## config.mk

```make
export PLATFORM = sky130hd
export DESIGN_NAME = vote_scan_ctrl
export DESIGN_NICKNAME = d
export VERILOG_FILES = /design/src/rtl/vote_scan_ctrl.sv
export SDC_FILE = /design/constraint.sdc
export NUM_CORES = 1
export LEC_CHECK = 0
export BUFFER_PORTS_ARGS = -buffer_cell sky130_fd_sc_hd__buf_2
export CAP_MARGIN = 40
export CORE_MARGIN = 5
export CORE_UTILIZATION = 35
export CTS_BUF_LIST = sky130_fd_sc_hd__clkbuf_4 sky130_fd_sc_hd__clkbuf_8 sky130_fd_sc_hd__clkbuf_16
export CTS_CLUSTER_SIZE = 28
export DETAILED_ROUTE_END_ITERATION = 8
export MAX_ROUTING_LAYER = met4
export PLACE_DENSITY_LB_ADDON = 0.2
export SYNTH_ARGS = -nofsm -noshare
export SYNTH_HDL_FRONTEND = slang
export SYNTH_SLANG_ARGS = --single-unit
export TNS_END_PERCENT = 5
```

## constraint.sdc

```tcl
create_clock -name clk -period 3.65 [get_ports clk]
set_input_delay 0.365 -clock clk [delete_from_list [all_inputs] [get_ports clk]]
set_output_delay 0.365 -clock clk [all_outputs]
set_load 0.02 [all_outputs]
```

## src/rtl/vote_scan_ctrl.sv

```systemverilog
// vote_scan_ctrl: walks the voter decoder through every voter line, samples
// the shared sense return at the end of each voter's settle window, and
// publishes yes-count / vote mask / pass with a one-cycle done pulse.
module vote_scan_ctrl #(
    parameter int N_VOTERS = 8,
    parameter int SETTLE   = 2,
    parameter int THRESH   = 5
) (
    input  logic       clk,
    input  logic       rst,
    input  logic       start,
    input  logic       sense,
    output logic [2:0] dec_d,
    output logic [2:0] dec_g,
    output logic       busy,
    output logic       done,
    output logic [3:0] yes_cnt,
    output logic [7:0] vote_mask,
    output logic       pass
);

    // One-hot so the decoder enable comes straight off a single flop bit.
    typedef enum logic [2:0] {
        IDLE = 3'b001,
        SCAN = 3'b010,
        DONE = 3'b100
    } state_t;

    state_t     state, state_nx;
    logic [2:0] idx;
    logic [3:0] settle;
    logic [3:0] acc_cnt;
    logic [7:0] acc_mask;
    logic [3:0] cnt_nx;
    logic [7:0] mask_nx;
    logic       last_settle;
    logic       last_voter;

    assign last_settle = (settle == 4'(SETTLE));
    assign last_voter  = (idx == 3'(N_VOTERS - 1));
    assign cnt_nx      = acc_cnt + {3'b000, sense};
    assign dec_d       = idx;

    // Accumulator value including the vote being captured this cycle.
    always_comb begin
        mask_nx      = acc_mask;
        mask_nx[idx] = sense;
    end

    // State register.
    always_ff @(posedge clk or posedge rst) begin
        if (rst) state <= IDLE;
        else     state <= state_nx;
    end

    // Next-state and decoder/handshake outputs.
    always_comb begin
        state_nx = state;
        dec_g    = 3'b000;
        busy     = 1'b0;
        done     = 1'b0;
        unique case (state)
            IDLE: begin
                if (start) state_nx = SCAN;
            end
            SCAN: begin
                dec_g = 3'b100;
                busy  = 1'b1;
                if (last_settle && last_voter) state_nx = DONE;
            end
            DONE: begin
                busy     = 1'b1;
                done     = 1'b1;
                state_nx = IDLE;
            end
            default: state_nx = IDLE;
        endcase
    end

    // Voter index, settle timer, accumulators and published results.
    always_ff @(posedge clk or posedge rst) begin
        if (rst) begin
            idx       <= '0;
            settle    <= '0;
            acc_cnt   <= '0;
            acc_mask  <= '0;
            yes_cnt   <= '0;
            vote_mask <= '0;
            pass      <= 1'b0;
        end else begin
            unique case (state)
                IDLE: begin
                    if (start) begin
                        idx      <= '0;
                        settle   <= '0;
                        acc_cnt  <= '0;
                        acc_mask <= '0;
                    end
                end
                SCAN: begin
                    if (last_settle) begin
                        settle   <= '0;
                        acc_cnt  <= cnt_nx;
                        acc_mask <= mask_nx;
                        if (last_voter) begin
                            // Results only move here, so they hold through the next scan.
                            yes_cnt   <= cnt_nx;
                            vote_mask <= mask_nx;
                            pass      <= (cnt_nx >= 4'(THRESH));
                        end else begin
                            idx <= idx + 3'd1;
                        end
                    end else begin
                        settle <= settle + 4'd1;
                    end
                end
                default: ;
            endcase
        end
    end

endmodule

```

==> results of run 1 <==
==> worst paths after layout <==
kind / startpoint / endpoint / slack (ps) / cells past startpoint
min in group clk: yes_cnt[2] / yes_cnt[2] / 500 / 1
setup / recovery: state[2] / yes_cnt[1] / 1090 / 5
hold / removal: rst / dec_d[1] / 230 / 2
setup reg to reg: state[2] / yes_cnt[1] / 1090 / 5
hold reg to reg: yes_cnt[2] / yes_cnt[2] / 500 / 1
max in group asynchronous: rst / state[0] / 2660 / 3
==> logic make-up (layout without fill, tap and decap cells) <==
kind of cell / Yosys count / count (layout) / share of synthesized area, %
buffers and inverters: 22 / 36 / 7.20
other: 1 / 2 / 0.209
adder cells (fa/ha/maj): 6 / 6 / 4.19
multiplexers: 14 / 14 / 8.04
flip-flops: 35 / 35 / 49.0
AO/OA/AOI/OAI: 53 / 53 / 19.3
XOR/XNOR: 3 / 3 / 1.47
AND/OR/NAND/NOR: 28 / 28 / 10.6
==> metal layers <==
| layer | up-vias | part of all wire [%] | track usage [%] |
|---|---|---|---|
| met4 | 0 | 0.79 | 2.53 |
| met2 | 23 | 47 | 20.2 |
| met3 | 5 | 4.3 | 3.51 |
| met5 | - | 0 | - |
| met1 | 629 | 47 | 16.7 |
| li1 | 621 | - | - |
==> stage by stage <==
stage | cell area (sq um) | hold WS (ps) | setup WS (ps) | total power [uW]
6_report | 1990 | 233 | 1090 | 1090
3_3_place_gp | 1890 | 488 | 1250 | 804
3_5_place_dp | 1890 | 494 | 1110 | 814
5_1_grt | 1990 | 315 | 913 | 1150
2_1_floorplan | 1790 | 476 | 1830 | 745
4_1_cts | 1980 | 272 | 1090 | 1100
==> registers in the layout, indices dropped and copies added, names as in the netlist <==
| name | cells |
|---|---|
| acc_mask | 8 |
| vote_mask | 8 |
| acc_cnt | 4 |
| settle | 4 |
| yes_cnt | 4 |
| dec_d | 3 |
| state | 3 |
| pass | 1 |
==> cell usage in the layout (no fill, tap or decap), types with 3 or more instances in the layout <==
cell,instances
mux2_2,3
o211ai_1,9
mux2i_1,11
o21ai_1,3
nand3b_1,3
o21ai_0,9
clkbuf_8,6
inv_1,4
o211a_1,3
ha_1,6
a21oi_1,19
nor3b_1,4
buf_2,22
nand3_1,6
dfrtp_1,34
==> worst max-delay path: cells and delay by family, from the launching register on <==
kind / cells / cell delay (ps)
mux: 1 / 400
simple gates: 2 / 1170
flops: 1 / 390
buf+inv: 2 / 490
==> power groups by stage <==
stage | combinational, uW | sequential [uW] | clock (uW)
finish | 317 | 497 | 280
global route | 345 | 506 | 302
CTS | 311 | 496 | 288
detailed placement | 311 | 503 | 0
global placement | 306 | 498 | 0
floorplan | 221 | 524 | 0
==> layout make-up <==
cell class	instances	share of cell area, %
timing repair buffer	25	6.85
clock inverter	1	0.251
sequential	35	44.0
multi-input combinational	106	39.6
inverter	4	0.754
clock buffer	6	4.15
tap	70	4.40
==> results.py, run 1 <==
metrics = {
    "outcome": {
        "status": "completed",
    },
    "final_layout": {
        "drive_gt1_share_pct": 23.7,
        "post-route-util_pct": 39.5,
        "multi_input_area_sq_um": 788,
        "layout.nets": 187,
        "diodes": 0,
        "synthToLayoutAreaGrowth_pct": 11.3,
        "n_fill_cell": 506,
        "stdcell_count": 247,
        "seqCellArea_sq_um": 877,
    },
    "power": {
        "switching_share_pct": 35.5,
        "p_comb_share_pct": 29.0,
        "powerDensity_nw_per_um2": 549,
        "peakVddDrop_uv": 395,
        "cellLeakagePower_uw": 0.000982,
        "clkPwrFrac_pct": 25.6,
        "p_sw_uw": 388,
        "p_int_uw": 705,
        "p_seq_share_pct": 45.4,
    },
    "timing": {
        "tns_ps": 0,
        "skew_ps": 6.99,
        "relSlewSlack_pct": 46.1,
        "fin_crit_ps": 2560,
        "maxSlewViolCount": 0,
        "max_clock_freq_mhz": 390,
        "period_share_pct": 70.2,
        "finalHoldViolCount": 0,
        "setup_viol": 0,
        "worst_pin_slew_ps": 808,
        "rsz0062_at_grt": "no",
    },
    "grt": {
        "grt_overflow": 0,
        "grt_pass1_vias": 1346,
        "grt_use_total_pct": 12.8,
        "grt_pass1_wl_um": 6490,
        "antenna_found_initial": 0,
        "grt_start_max_net_pins": 23,
    },
    "place": {
        "io_buffers": 22,
        "dp.final_hpwl_um": 2820,
        "gp_congestion": 0.723,
        "place_inst": 239,
    },
    "synth": {
        "synth.top_cell.area_share_pct": 47.5,
        "synth_top_cell_by_area": "dfrtp_1",
        "synthCells": 162,
        "yosysWarnings": 0,
        "yosysMostFrequentCell": "dfrtp_1",
        "ys_seq_elements": 35,
        "synth_cell_type_count": 42,
        "synth_area_leaders": "dfrtp_1, mux2i_1, a21oi_1, ha_1, o211ai_1",
        "ys_seq_area_share_pct": 49.0,
        "async_flop_share_pct": 100,
        "synth_edf_count": 0,
        "syn_area_sq_um": 1790,
        "ys.flop_type": "dfrtp_1",
        "synth_common_cells": "dfrtp_1, a21oi_1, mux2i_1, o211ai_1, o21ai_0",
        "avgSynthCellArea_sq_um": 11.1,
    },
    "clock_tree": {
        "clk_path_buf_depth": 2,
        "clock_latency_ps": 280,
        "clock-sinks": 35,
        "htreeDepth": 2,
        "cts_made_buffers": 5,
        "post_cts_resized": 0,
        "cts_hold_buffers": 0,
        "postCtsSetupRepairBufs": 0,
        "path_clk_slew_ps": 70,
        "cts_tree": "yes",
        "clockRootBuffer": "clkbuf_8",
    },
    "drt": {
        "drt_iter0_markers": 77,
        "route.vias.total": 1278,
        "wl_per_cell_um": 15.4,
        "drt_first_pass_iters": 4,
        "drc": 0,
        "wirelength_um": 3810,
        "postRouteAntennaNets": 0,
        "viasPerCell": 5.17,
    },
    "die": {
        "die_h_um": 81.5,
        "core_sq_um": 5040,
        "dieArea_sq_um": 6650,
        "fp.dieW_um": 81.5,
        "rows": 26,
        "start_util_pct": 35.5,
        "io_pins": 25,
    },
    "setup_path": {
        "critPathMaxStageDelay_ps": 690,
        "cpMaxStageDelayCell": "or3b_1",
        "arrival_ps": 2730,
        "criticalPathCategory": "reg2reg",
        "crit_fanout": 20,
        "worstPathRequired_ps": 3820,
        "start_kind": "register",
        "worstSetupEndpointType": "register",
        "crit_chain": "or3b_1 > inv_1 > buf_4 > and2_1 > mux2_2",
    },
    "hold_path": {
        "min_path_type": "in2async",
    },
    "run": {
        "drv_cap": 0,
    },
}
Note: power is estimated with default switching activity, not from simulation.
==> run 2, diff against run 1 <==
==> constraint.sdc (replaced) <==
create_clock -name clk -period 2.5 [get_ports clk]
set_input_delay 0.25 -clock clk [delete_from_list [all_inputs] [get_ports clk]]
set_output_delay 0.25 -clock clk [all_outputs]
set_load 0.02 [all_outputs]
==> results.py, run 2 (synthesis gave the netlist of run 1 again) <==
metrics = {
    "hold_path": {
        "min_path_type": "in2async",
    },
    "place": {
        "dp.final_hpwl_um": 2830,
        "gp_congestion": 0.790,
        "io_buffers": 22,
    },
    "clock_tree": {
        "clock-sinks": 35,
        "postCtsSetupRepairBufs": 0,
        "path_clk_slew_ps": 80,
        "post_cts_resized": 0,
        "clockRootBuffer": "clkbuf_8",
        "cts_hold_buffers": 0,
        "cts_made_buffers": 5,
        "cts_tree": "yes",
        "htreeDepth": 2,
        "clock_latency_ps": 290,
        "clk_path_buf_depth": 2,
    },
    "grt": {
        "grt_start_max_net_pins": 36,
        "grt_use_total_pct": 14.3,
        "antenna_found_initial": 0,
        "grt_overflow": 0,
        "grt_pass1_vias": 1402,
        "grt_pass1_wl_um": 7070,
    },
    "power": {
        "powerDensity_nw_per_um2": 853,
        "cellLeakagePower_uw": 0.00101,
        "peakVddDrop_uv": 679,
    },
    "setup_path": {
        "rr_worst_depth": 5,
        "worstSetupEndpointType": "register",
        "cpMostUsedCell": "ha_1",
        "crit_fanout": 13,
        "worstPathRequired_ps": 2680,
        "critPathMaxStageDelay_ps": 570,
        "r2r_slack_ps": 470,
        "cpMaxStageDelayCell": "dfrtp_1",
        "criticalPathCategory": "reg2reg",
        "crit_chain": "ha_1 > ha_1 > and4bb_2 > and2_1 > mux2_2",
        "r2r-start": "dec_d[0]",
        "start_kind": "register",
        "arrival_ps": 2210,
        "r2r-end": "yes_cnt[1]",
    },
    "timing": {
        "fin_crit_ps": 2030,
        "rsz0062_at_grt": "no",
        "relSlewSlack_pct": 65.8,
        "setup_viol": 0,
        "worst_hold_slack_ps": 41.7,
        "tns_ps": 0,
        "worst_pin_slew_ps": 512,
        "skew_ps": 4.83,
        "finalHoldViolCount": 0,
        "period_share_pct": 81.3,
        "max_clock_freq_mhz": 492,
        "maxSlewViolCount": 0,
    },
    "final_layout": {
        "layout.nets": 190,
        "synthToLayoutAreaGrowth_pct": 14.2,
        "largestRegisters": "acc_mask (8), vote_mask (8)",
        "final_common_cell": "dfrtp_1",
        "layout_common_cells": "dfrtp_1, buf_2, a21oi_1, mux2i_1",
        "drive_gt1_share_pct": 25.4,
        "diodes": 0,
    },
    "outcome": {
        "status": "completed",
    },
    "drt": {
        "drt_iter0_markers": 88,
        "viasPerCell": 5.29,
        "drc": 0,
        "route.vias.total": 1328,
        "wl_per_cell_um": 16.1,
        "drt_first_pass_iters": 4,
        "wirelength_um": 4050,
        "postRouteAntennaNets": 0,
    },
    "die": {
        "io_pins": 25,
        "dieArea_sq_um": 6650,
        "core_sq_um": 5040,
        "die_h_um": 81.5,
        "rows": 26,
        "start_util_pct": 35.5,
        "fp.dieW_um": 81.5,
    },
    "run": {
        "drv_cap": 0,
    },
}
-- run 2: worst max path at each step --
stage / end / startpoint / cells after the start / slack [ps]
2_1_floorplan: yes_cnt[0] / dec_d[0] / 6 / 680
3_3_place_gp: yes_cnt[0] / dec_d[0] / 5 / 570
3_5_place_dp: yes_cnt[1] / dec_d[0] / 5 / 470
4_1_cts: yes_cnt[1] / dec_d[0] / 5 / 450
5_1_grt: yes_cnt[1] / dec_d[0] / 5 / 290
6_report: yes_cnt[1] / dec_d[0] / 5 / 470
-- run 2: metal layers --
layer  wire length, um  vias up  track usage (%)
met5                 0        -                -
met4                60        0             5.07
met3               157        5             3.07
met2              2000       28             23.5
met1              1830      672             17.4
li1                  -      623                -
-- run 2: critical path, delay by kind of cell (launching register included) --
family / cells / cell delay, ps
flops: 1 / 570
fa+ha+maj: 2 / 490
mux: 1 / 360
simple gates: 2 / 490
-- run 2: cell type report --
cell class / instances / area, sq um
multi-input cells: 106 / 788
repair buffers: 28 / 155
fillers: 502 / 3000
flip-flops and latches: 35 / 877
inverters: 4 / 15.0
clock buffers: 6 / 82.6
well taps: 70 / 87.6
clock inverters: 2 / 38.8
-- run 2: stage by stage --
stage	setup WS [ps]	cell area (sq um)	std cells	util [%]	power, uW
floorplan	681	1790	163	-	1090
global placement	567	1920	243	38.1	1190
detailed placement	472	1920	243	38.1	1210
CTS	455	2040	251	40.5	1760
global route	295	2040	251	40.5	1840
finish	468	2040	251	40.5	1740
-- run 2: power by group --
part	leakage, uW	total (uW)	switching (uW)	internal (uW)
clock network	0.0000618	543	215	328
registers	0.000459	727	76.5	650
logic	0.000490	475	310	165
total	0.00101	1740	601	1140
